### config.mk
export PLATFORM = sky130hd
export DESIGN_NAME = stack_unit
export DESIGN_NICKNAME = d
export VERILOG_FILES = /design/src/rtl/cpu_pkg.sv /design/src/rtl/stack_unit.sv
export SDC_FILE = /design/constraint.sdc
export NUM_CORES = 1
export LEC_CHECK = 0
export CORE_MARGIN = 2
export CORE_UTILIZATION = 30
export CTS_BUF_LIST = sky130_fd_sc_hd__clkbuf_16
export DETAILED_ROUTE_END_ITERATION = 10
export GPL_TIMING_DRIVEN = 0
export PLACE_DENSITY = 0.62
export SLEW_MARGIN = 20
export SYNTH_ARGS = -nofsm -noshare
export SYNTH_HDL_FRONTEND = slang
export SYNTH_SLANG_ARGS = --single-unit
### constraint.sdc
create_clock -name clk -period 4.25 [get_ports clk]
set_input_delay 0.85 -clock clk [delete_from_list [all_inputs] [get_ports clk]]
set_output_delay 0.85 -clock clk [all_outputs]
set_load 0.05 [all_outputs]
### src/rtl/cpu_pkg.sv
`default_nettype none
// ============================================================================
// Module      : cpu_pkg
// Description : Opcode, FSM state and stack geometry constants shared by the
//               CPU datapath and stack sequencing logic.
// Revision    : 1.0 - initial release
// ============================================================================
package cpu_pkg;

    localparam logic [2:0] OP_NOP  = 3'd0;
    localparam logic [2:0] OP_PUSH = 3'd1;
    localparam logic [2:0] OP_POP  = 3'd2;
    localparam logic [2:0] OP_CALL = 3'd3;
    localparam logic [2:0] OP_RET  = 3'd4;

    localparam logic [1:0] ST_IDLE  = 2'd0;
    localparam logic [1:0] ST_CALL2 = 2'd1;
    localparam logic [1:0] ST_RET2  = 2'd2;

    localparam logic [7:0] STACK_TOP_DEF   = 8'hFF;
    localparam int         STACK_DEPTH_DEF = 16;

endpackage
`default_nettype wire

### src/rtl/stack_unit.sv
`default_nettype none
// ============================================================================
// Module      : stack_unit
// Description : Stack pointer / sequencer in front of data memory for PUSH,
//               POP and two-cycle CALL/RET, with sticky overflow/underflow.
// Revision    : 1.0 - initial release
// ============================================================================
module stack_unit
    import cpu_pkg::*;
#(
    parameter logic [7:0] STACK_TOP   = STACK_TOP_DEF,
    parameter int         STACK_DEPTH = STACK_DEPTH_DEF
) (
    input  logic       clk,
    input  logic       rst_n,
    input  logic [2:0] op,
    input  logic [7:0] push_data,
    input  logic [7:0] pc_next,
    input  logic [7:0] call_target,
    input  logic [7:0] flags_in,
    input  logic [7:0] mem_rdata,
    output logic [7:0] sp_addr,
    output logic [7:0] sp_wdata,
    output logic       sp_w,
    output logic [7:0] pop_data,
    output logic       reg_load,
    output logic       pc_load,
    output logic [7:0] pc_target,
    output logic       flags_load,
    output logic [7:0] flags_out,
    output logic       stall,
    output logic [7:0] sp,
    output logic       ovf,
    output logic       unf
);

    localparam logic [7:0] C_DEPTH = 8'(STACK_DEPTH);

    logic [7:0] r_sp;
    logic [7:0] r_count;
    logic [1:0] r_state;
    logic       r_ovf;
    logic       r_unf;

    logic [1:0] w_state_nxt;
    logic       w_sp_dec;
    logic       w_sp_inc;
    logic       w_set_ovf;
    logic       w_set_unf;
    logic [7:0] w_sp_plus1;
    logic       w_call_full;

    assign w_sp_plus1  = r_sp + 8'd1;
    // CALL needs room for two bytes; 9-bit compare avoids DEPTH-2 wrapping.
    assign w_call_full = ({1'b0, r_count} + 9'd2) > {1'b0, C_DEPTH};

    assign sp  = r_sp;
    assign ovf = r_ovf;
    assign unf = r_unf;

    always_ff @(posedge clk) begin
        if (!rst_n) begin
            r_sp    <= STACK_TOP;
            r_count <= 8'd0;
            r_state <= ST_IDLE;
            r_ovf   <= 1'b0;
            r_unf   <= 1'b0;
        end else begin
            r_state <= w_state_nxt;
            if (w_sp_dec) begin
                r_sp    <= r_sp - 8'd1;
                r_count <= r_count + 8'd1;
            end else if (w_sp_inc) begin
                r_sp    <= w_sp_plus1;
                r_count <= r_count - 8'd1;
            end
            if (w_set_ovf) r_ovf <= 1'b1;
            if (w_set_unf) r_unf <= 1'b1;
        end
    end

    always_comb begin
        sp_addr     = 8'd0;
        sp_wdata    = 8'd0;
        sp_w        = 1'b0;
        pop_data    = 8'd0;
        reg_load    = 1'b0;
        pc_load     = 1'b0;
        pc_target   = 8'd0;
        flags_load  = 1'b0;
        flags_out   = 8'd0;
        stall       = 1'b0;
        w_state_nxt = r_state;
        w_sp_dec    = 1'b0;
        w_sp_inc    = 1'b0;
        w_set_ovf   = 1'b0;
        w_set_unf   = 1'b0;

        if (rst_n) begin
            case (r_state)
                ST_CALL2: begin
                    sp_addr     = r_sp;
                    sp_wdata    = flags_in;
                    sp_w        = 1'b1;
                    pc_load     = 1'b1;
                    pc_target   = call_target;
                    w_sp_dec    = 1'b1;
                    w_state_nxt = ST_IDLE;
                end
                ST_RET2: begin
                    sp_addr     = w_sp_plus1;
                    pc_target   = mem_rdata;
                    pc_load     = 1'b1;
                    w_sp_inc    = 1'b1;
                    w_state_nxt = ST_IDLE;
                end
                default: begin
                    case (op)
                        OP_PUSH: begin
                            sp_addr  = r_sp;
                            sp_wdata = push_data;
                            if (r_count == C_DEPTH) begin
                                w_set_ovf = 1'b1;
                            end else begin
                                sp_w     = 1'b1;
                                w_sp_dec = 1'b1;
                            end
                        end
                        OP_POP: begin
                            sp_addr = w_sp_plus1;
                            if (r_count == 8'd0) begin
                                w_set_unf = 1'b1;
                            end else begin
                                pop_data = mem_rdata;
                                reg_load = 1'b1;
                                w_sp_inc = 1'b1;
                            end
                        end
                        OP_CALL: begin
                            if (w_call_full) begin
                                w_set_ovf = 1'b1;
                            end else begin
                                sp_addr     = r_sp;
                                sp_wdata    = pc_next;
                                sp_w        = 1'b1;
                                stall       = 1'b1;
                                w_sp_dec    = 1'b1;
                                w_state_nxt = ST_CALL2;
                            end
                        end
                        OP_RET: begin
                            if (r_count < 8'd2) begin
                                w_set_unf = 1'b1;
                            end else begin
                                sp_addr     = w_sp_plus1;
                                flags_out   = mem_rdata;
                                flags_load  = 1'b1;
                                stall       = 1'b1;
                                w_sp_inc    = 1'b1;
                                w_state_nxt = ST_RET2;
                            end
                        end
                        default: ;
                    endcase
                end
            endcase
        end
    end

endmodule
`default_nettype wire

# Word-level counts from Yosys, hierarchy flattened
# Index checks and enable logic that the tools add are counted.
[op_classes]
addsub = 5
reduce_logical = 6
n_eq_ne = 9
bitwise_logic = 1
n_mux = 57
magnitude_cmp = 2
[ops]
columns = ["op", "count"]
rows = [
  ["$mux 8", 18],
  ["$pmux 8 s2", 4],
  ["$pmux 8 s4", 1],
  ["$mux 1", 24],
  ["$add 8x1->8 const B", 2],
  ["$sub 8x1->8 const B", 2],
  ["$pmux 1 s2", 7],
  ["$add 8x2->9 const B", 1],
  ["$gt 9x5->1 const B", 1],
  ["$eq 8x5->1 const B", 1],
  ["$logic_not 8->1", 1],
  ["$lt 8x2->1 const B", 1],
  ["$eq 3x2->1 const B", 2],
  ["$mux 2", 2],
  ["$ne 2x2->1 const B", 2],
  ["$pmux 2 s2", 1],
  ["$reduce_bool 2->1", 2],
  ["$eq 3x1->1 const B", 1],
  ["$eq 3x3->1 const B", 1],
  ["$reduce_and 3->1", 1],
  ["$reduce_or 3->1", 1],
  ["$eq 2x1->1 const B", 1],
  ["$eq 2x2->1 const B", 1],
  ["$reduce_or 2->1", 1],
  ["$not 1->1", 1],
]
[word_totals]
output_inout_bits = 55
regBits = 20

# Longest topological paths before layout
[logic_depth]
word_depth = 7
mapped_depth = 14
depth_no_buf = 12

# Least setup slack after synthesis
# Ideal clock, no wire load.
[synth_path]
path_kind = "input -> register"
from = "input port op[0]"
to = "register r_count[7]"
stages = 13
slack_ns = 0.368
t_required_ns = 4.155
arrival_ns = 3.787
setup_ns = 0.095
path_cell_list = "nor2b_1 -> nand2_1 -> or3_1 -> o22a_2 -> buf_6 -> buf_2 -> ha_1 -> a21oi_1 -> o21ai_0 -> a2111oi_0 -> nor2_1 -> or4_1 -> o311ai_1"
[synth_via]
elab_chain_len = 5
[synth_rtl]
columns = ["element", "line_no", "text"]
rows = [
  ["start, declared", "stack_unit.sv:16", "input logic [2:0] op,"],
  ["$eq 3x2->1, or another cell as far along", "stack_unit.sv:118", "case (op)"],
  ["$pmux 1 s2", "stack_unit.sv:118", ""],
  ["$pmux 1 s2", "stack_unit.sv:100", "case (r_state)"],
  ["$mux 1", "stack_unit.sv:99", "if (rst_n) begin"],
  ["$mux 8 or $reduce_bool 2->1 (tied branches)", "-", ""],
  ["end signal, assigned", "stack_unit.sv:72", "r_count <= r_count + 8'd1;"],
  ["end signal, assigned", "stack_unit.sv:75", "r_count <= r_count - 8'd1;"],
  ["end, declared", "stack_unit.sv:40", "logic [7:0] r_count;"],
]
# Parallel ways exist; a longest one is shown, timed or not.
# A chain may end at the register's enable or synchronous reset.

# Worst setup path in the final report
[layout_path]
from = "register r_count[1]"
to = "output port sp_addr[3]"
[layout_via]
elab_chain_len = 6
[layout_rtl]
columns = ["element", "line_no", "text"]
rows = [
  ["$add 8x2->9", "stack_unit.sv:55", "assign w_call_full = ({1'b0, r_count} + 9'd2) > {1'b0, C_DEPTH};"],
  ["$gt 9x5->1", "stack_unit.sv:55", ""],
  ["$mux 8", "stack_unit.sv:140", "if (w_call_full) begin"],
  ["$pmux 8 s4 *", "stack_unit.sv:118", ""],
  ["$pmux 8 s2 *", "stack_unit.sv:100", ""],
  ["$mux 8 *", "stack_unit.sv:99", ""],
  ["end, declared", "stack_unit.sv:22", "output logic [7:0] sp_addr,"],
]
# Mark *: on every way between the ends. The rest lies on a longest branch, timed or not.

==> metrics.md <==
| Metric | Value |
|---|---|
| Pwr/cell area | `approximately 580 nW/um^2` |
| Clock latency on the worst-skew pair | `~0.26 ns` |
| Number of vias in the routed layout | `~2800` |
| CP Class | `reg -> out` |
| Row count | `31` |
| Initial core utilization | `a little under a third` |
| CTS tree | `done` |
| Average cell area after synthesis | `roughly 6.9 um^2` |
| Fillers | `742` |
| Maximum number of pins on one net before global-route repair | `17` |
| Critical Path Fanout Max | `8` |
| Gate Count Post-Synth | `322` |
| Hold buffer count at CTS | `0` |
| CTS Buf Count | `3` |
| Hold Path Cell Cnt | `1` |
| Finish-stage setup viols | `0` |
| DR pass1 iterations | `4` |
| First-pass GRT wire length | `13.3 mm` |
| WP data arrival | `3.15 ns` |
| Status | `finished, final reports clean` |
| Worst R2R Start | `r_count[1]` |
| Port buffer count | `99` |
| Peak VDD IR | `approximately 320 uV` |
| Fin area | `around 3500 um^2` |
| CTS Root Cell | `clkbuf_16` |
| DP Wirelength | `roughly 6.2 mm` |
| Mapped Nets | `379` |
| CP Cell Sequence | `ha_1 -> nor2_1 -> a21o_1 -> a222oi_1 -> o21ai_0 -> a22oi_1 -> o21ai_0 -> clkdlybuf4s50_1` |
| Worst EP required | `around 3.4 ns` |
| Layout area overhead | `56.9%` |
| Slew @ Worst Pin | `just over 0.6 ns` |
| Setup crit start | `r_count[1]` |
| Drt via density | `about 5.2` |
| GRT Residual Overflow | `0` |
| Setup ws final | `about 0.25 ns` |
| CTS H-tree depth | `1` |
| Period utilization | `between 90% and 100%` |
| Top post-synthesis cells by area | `dfxtp_1 (18%), ha_1 (6.2%), nor2_1 (6.1%)` |
| Antenna fix cells | `0` |
| HP Class | `reg -> reg` |
| Core area | `7210 um^2` |
| Post-synthesis async set-or-reset flop share | `0%` |
| Tmin final | `between 4 and 5 ns` |
| Unrepaired setup endpoints after global routing | `false` |
| CTS max path bufs | `2` |
| Initial antenna violation count | `0` |
| Count leader, synth | `nor2_1` |
| Ys Warns | `0` |
| Final ANT Viol Nets | `0` |
| Routed length per instance | `15.1 um` |
| FF-to-FF setup slack | `0.40 ns` |
| Die Y | `around 90 um` |
| Drt total wl | `7.96 mm` |
| Start point of the worst hold path | `ovf` |
| Slowest stage cell, crit path | `clkdlybuf4s50_1` |
| Setup WS pre-CTS | `-0.763 ns` |
| Clk slew on worst S/H paths | `0.06 ns` |
| Initial drt markers | `about 140` |
| Worst Reg-to-Reg Cells | `13` |
| Synth Register Bits | `20` |
| Startpoint Class | `flip-flop` |
| Num ports | `100` |
| Placed Area | `~3300 um^2` |
| Post-synth top area cell | `dfxtp_1` |
| Top_reg_cell synth | `dfxtp_1` |
| Final Hold Viols | `0` |
| Layout cells sized above 1 | `a little under 8%` |
| Crit path capture type | `primary output` |
| Vias in the first global route | `between 2000 and 3000` |
| Post-Place Cells | `520` |
| # nets final | `between 400 and 500` |
| Critical path's largest stage delay | `approximately 0.75 ns` |
| Yosys cell types | `55` |
| P_leak | `0.00152 uW` |
| Routability Congestion | `about 0.86` |
| Worst hold endpoint | `ovf` |
| # Max-Cap Violations | `0` |
| EDFF count, synth | `0` |
| Slew Viols, Final | `0` |
| Layout Cells excl Fill | `about 530` |
| Rel. slew slack | `59.3%` |
| Register area share after synthesis | `between 10% and 20%` |
| Die extent in x | `approximately 90 um` |
| Fmax | `0.250 GHz` |
| Top cells by instance count after synthesis | `nor2_1 (36), a21oi_1 (23), nand2_1 (23)` |
| Post-Syn Area | `about 2200 um^2` |
| Global Route Usage Sum | `between 10% and 20%` |
| Clk_skew | `just under 0.004 ns` |
| Post-synth top area share | `about 18%` |
| Worst path most repeated cell | `o21ai_0` |
| Drt drc | `0` |
| RR Endpoint | `r_count[7]` |
| CTS sink cnt | `20` |
| Die Footprint | `about 8100 um^2` |
[metrics by stage]
stage | power, uW | hold WS [ns] | utilization (%) | setup TNS [ns]
final | 2040 | 0.464 | 48.5 | 0
after global routing | 2210 | 0.505 | 48.5 | 0
after CTS | 2050 | 0.472 | 48.0 | -0.0972
after detailed placement | 1780 | 0.457 | 46.3 | -6.99
after global placement | 1760 | 0.451 | 46.3 | -7.35
after floorplan | 1380 | 0.473 | - | 0
[placed cells by master, fill, tap and decap left out, types with 5 or more instances in the layout]
cell             Yosys  routed
nand2b_1             5       5
xnor2_1              7       7
o21ai_0             21      21
a21o_1               5       5
nor3_1              20      19
a21oi_1             23      23
mux2i_1              6       6
a211oi_1             9       9
and3_1               8       8
nand2_1             23      23
a22oi_1             17      17
inv_1               17      17
dlygate4sd2_1        0      22
or3_1                5       5
clkbuf_1            12      10
nor2_1              36      36
and2_1               9       9
dfxtp_1             20      20
ha_1                11      11
clkdlybuf4s50_1      0      71
nand3_1             12      12
[cells by family after synthesis]
family	count (synthesis)	synth area share, %
simple gates	138	31.8
compound gates	98	28.9
buf+inv	38	7.64
flops	20	18.0
fa+ha+maj	12	7.07
xor+xnor	10	3.93
mux	6	2.70
[area by class of cell]
class / instances / area, um^2 / share of cell area (%)
timing repair buffer: 103 / 1010 / 28.8
clock buffer: 3 / 75.1 / 2.15
clock inverter: 1 / 30.0 / 0.859
inverter: 19 / 71.3 / 2.04
tap: 99 / 124 / 3.54
sequential: 20 / 400 / 11.4
multi-input combinational: 264 / 1690 / 48.4
buffer: 18 / 96.3 / 2.75
[worst max path at each step]
stage	end	slack, ns
2_1_floorplan	r_count[7]	0.37
3_3_place_gp	r_count[7]	-0.79
3_5_place_dp	r_count[7]	-0.76
4_1_cts	r_count[7]	-0.1
5_1_grt	sp_addr[3]	0.06
6_report	sp_addr[3]	0.25
[registers in the layout, summed over array words and instances (netlist names)]
signal / cells
ovf: 1
r_count: 8
r_state: 2
sp: 8
unf: 1
[critical path, delay by kind of cell (launching register included)]
family | cells | cell delay [ns]
AND/OR/NAND/NOR | 1 | 0.04
AO/OA/AOI/OAI | 5 | 1.37
adder cells (fa/ha/maj) | 1 | 0.34
flip-flops | 1 | 0.39
buffers and inverters | 1 | 0.75
[power breakdown]
group	total, uW	switching (uW)	internal [uW]
Clock	264	77.1	187
Combinational	1440	891	554
Sequential	335	85.4	249
[timing repair]
item / in CTS / in global routing
buffers inserted: 0 / 4
pin swaps: 0 / 3
setup endpoints to repair: 36 / 13
resized for setup: 39 / 4
[routing by layer]
| layer | wire [um] | vias up | global-route usage (%) |
|---|---|---|---|
| met1 | 3790 | 1302 | 26.1 |
| li1 | - | 1395 | - |
| met2 | 3710 | 60 | 32.0 |
| met5 | 0 | - | 0 |
| met4 | 72 | 0 | 4.23 |
| met3 | 389 | 8 | 3.77 |
No activity file was read; power rests on OpenSTA's default activity.
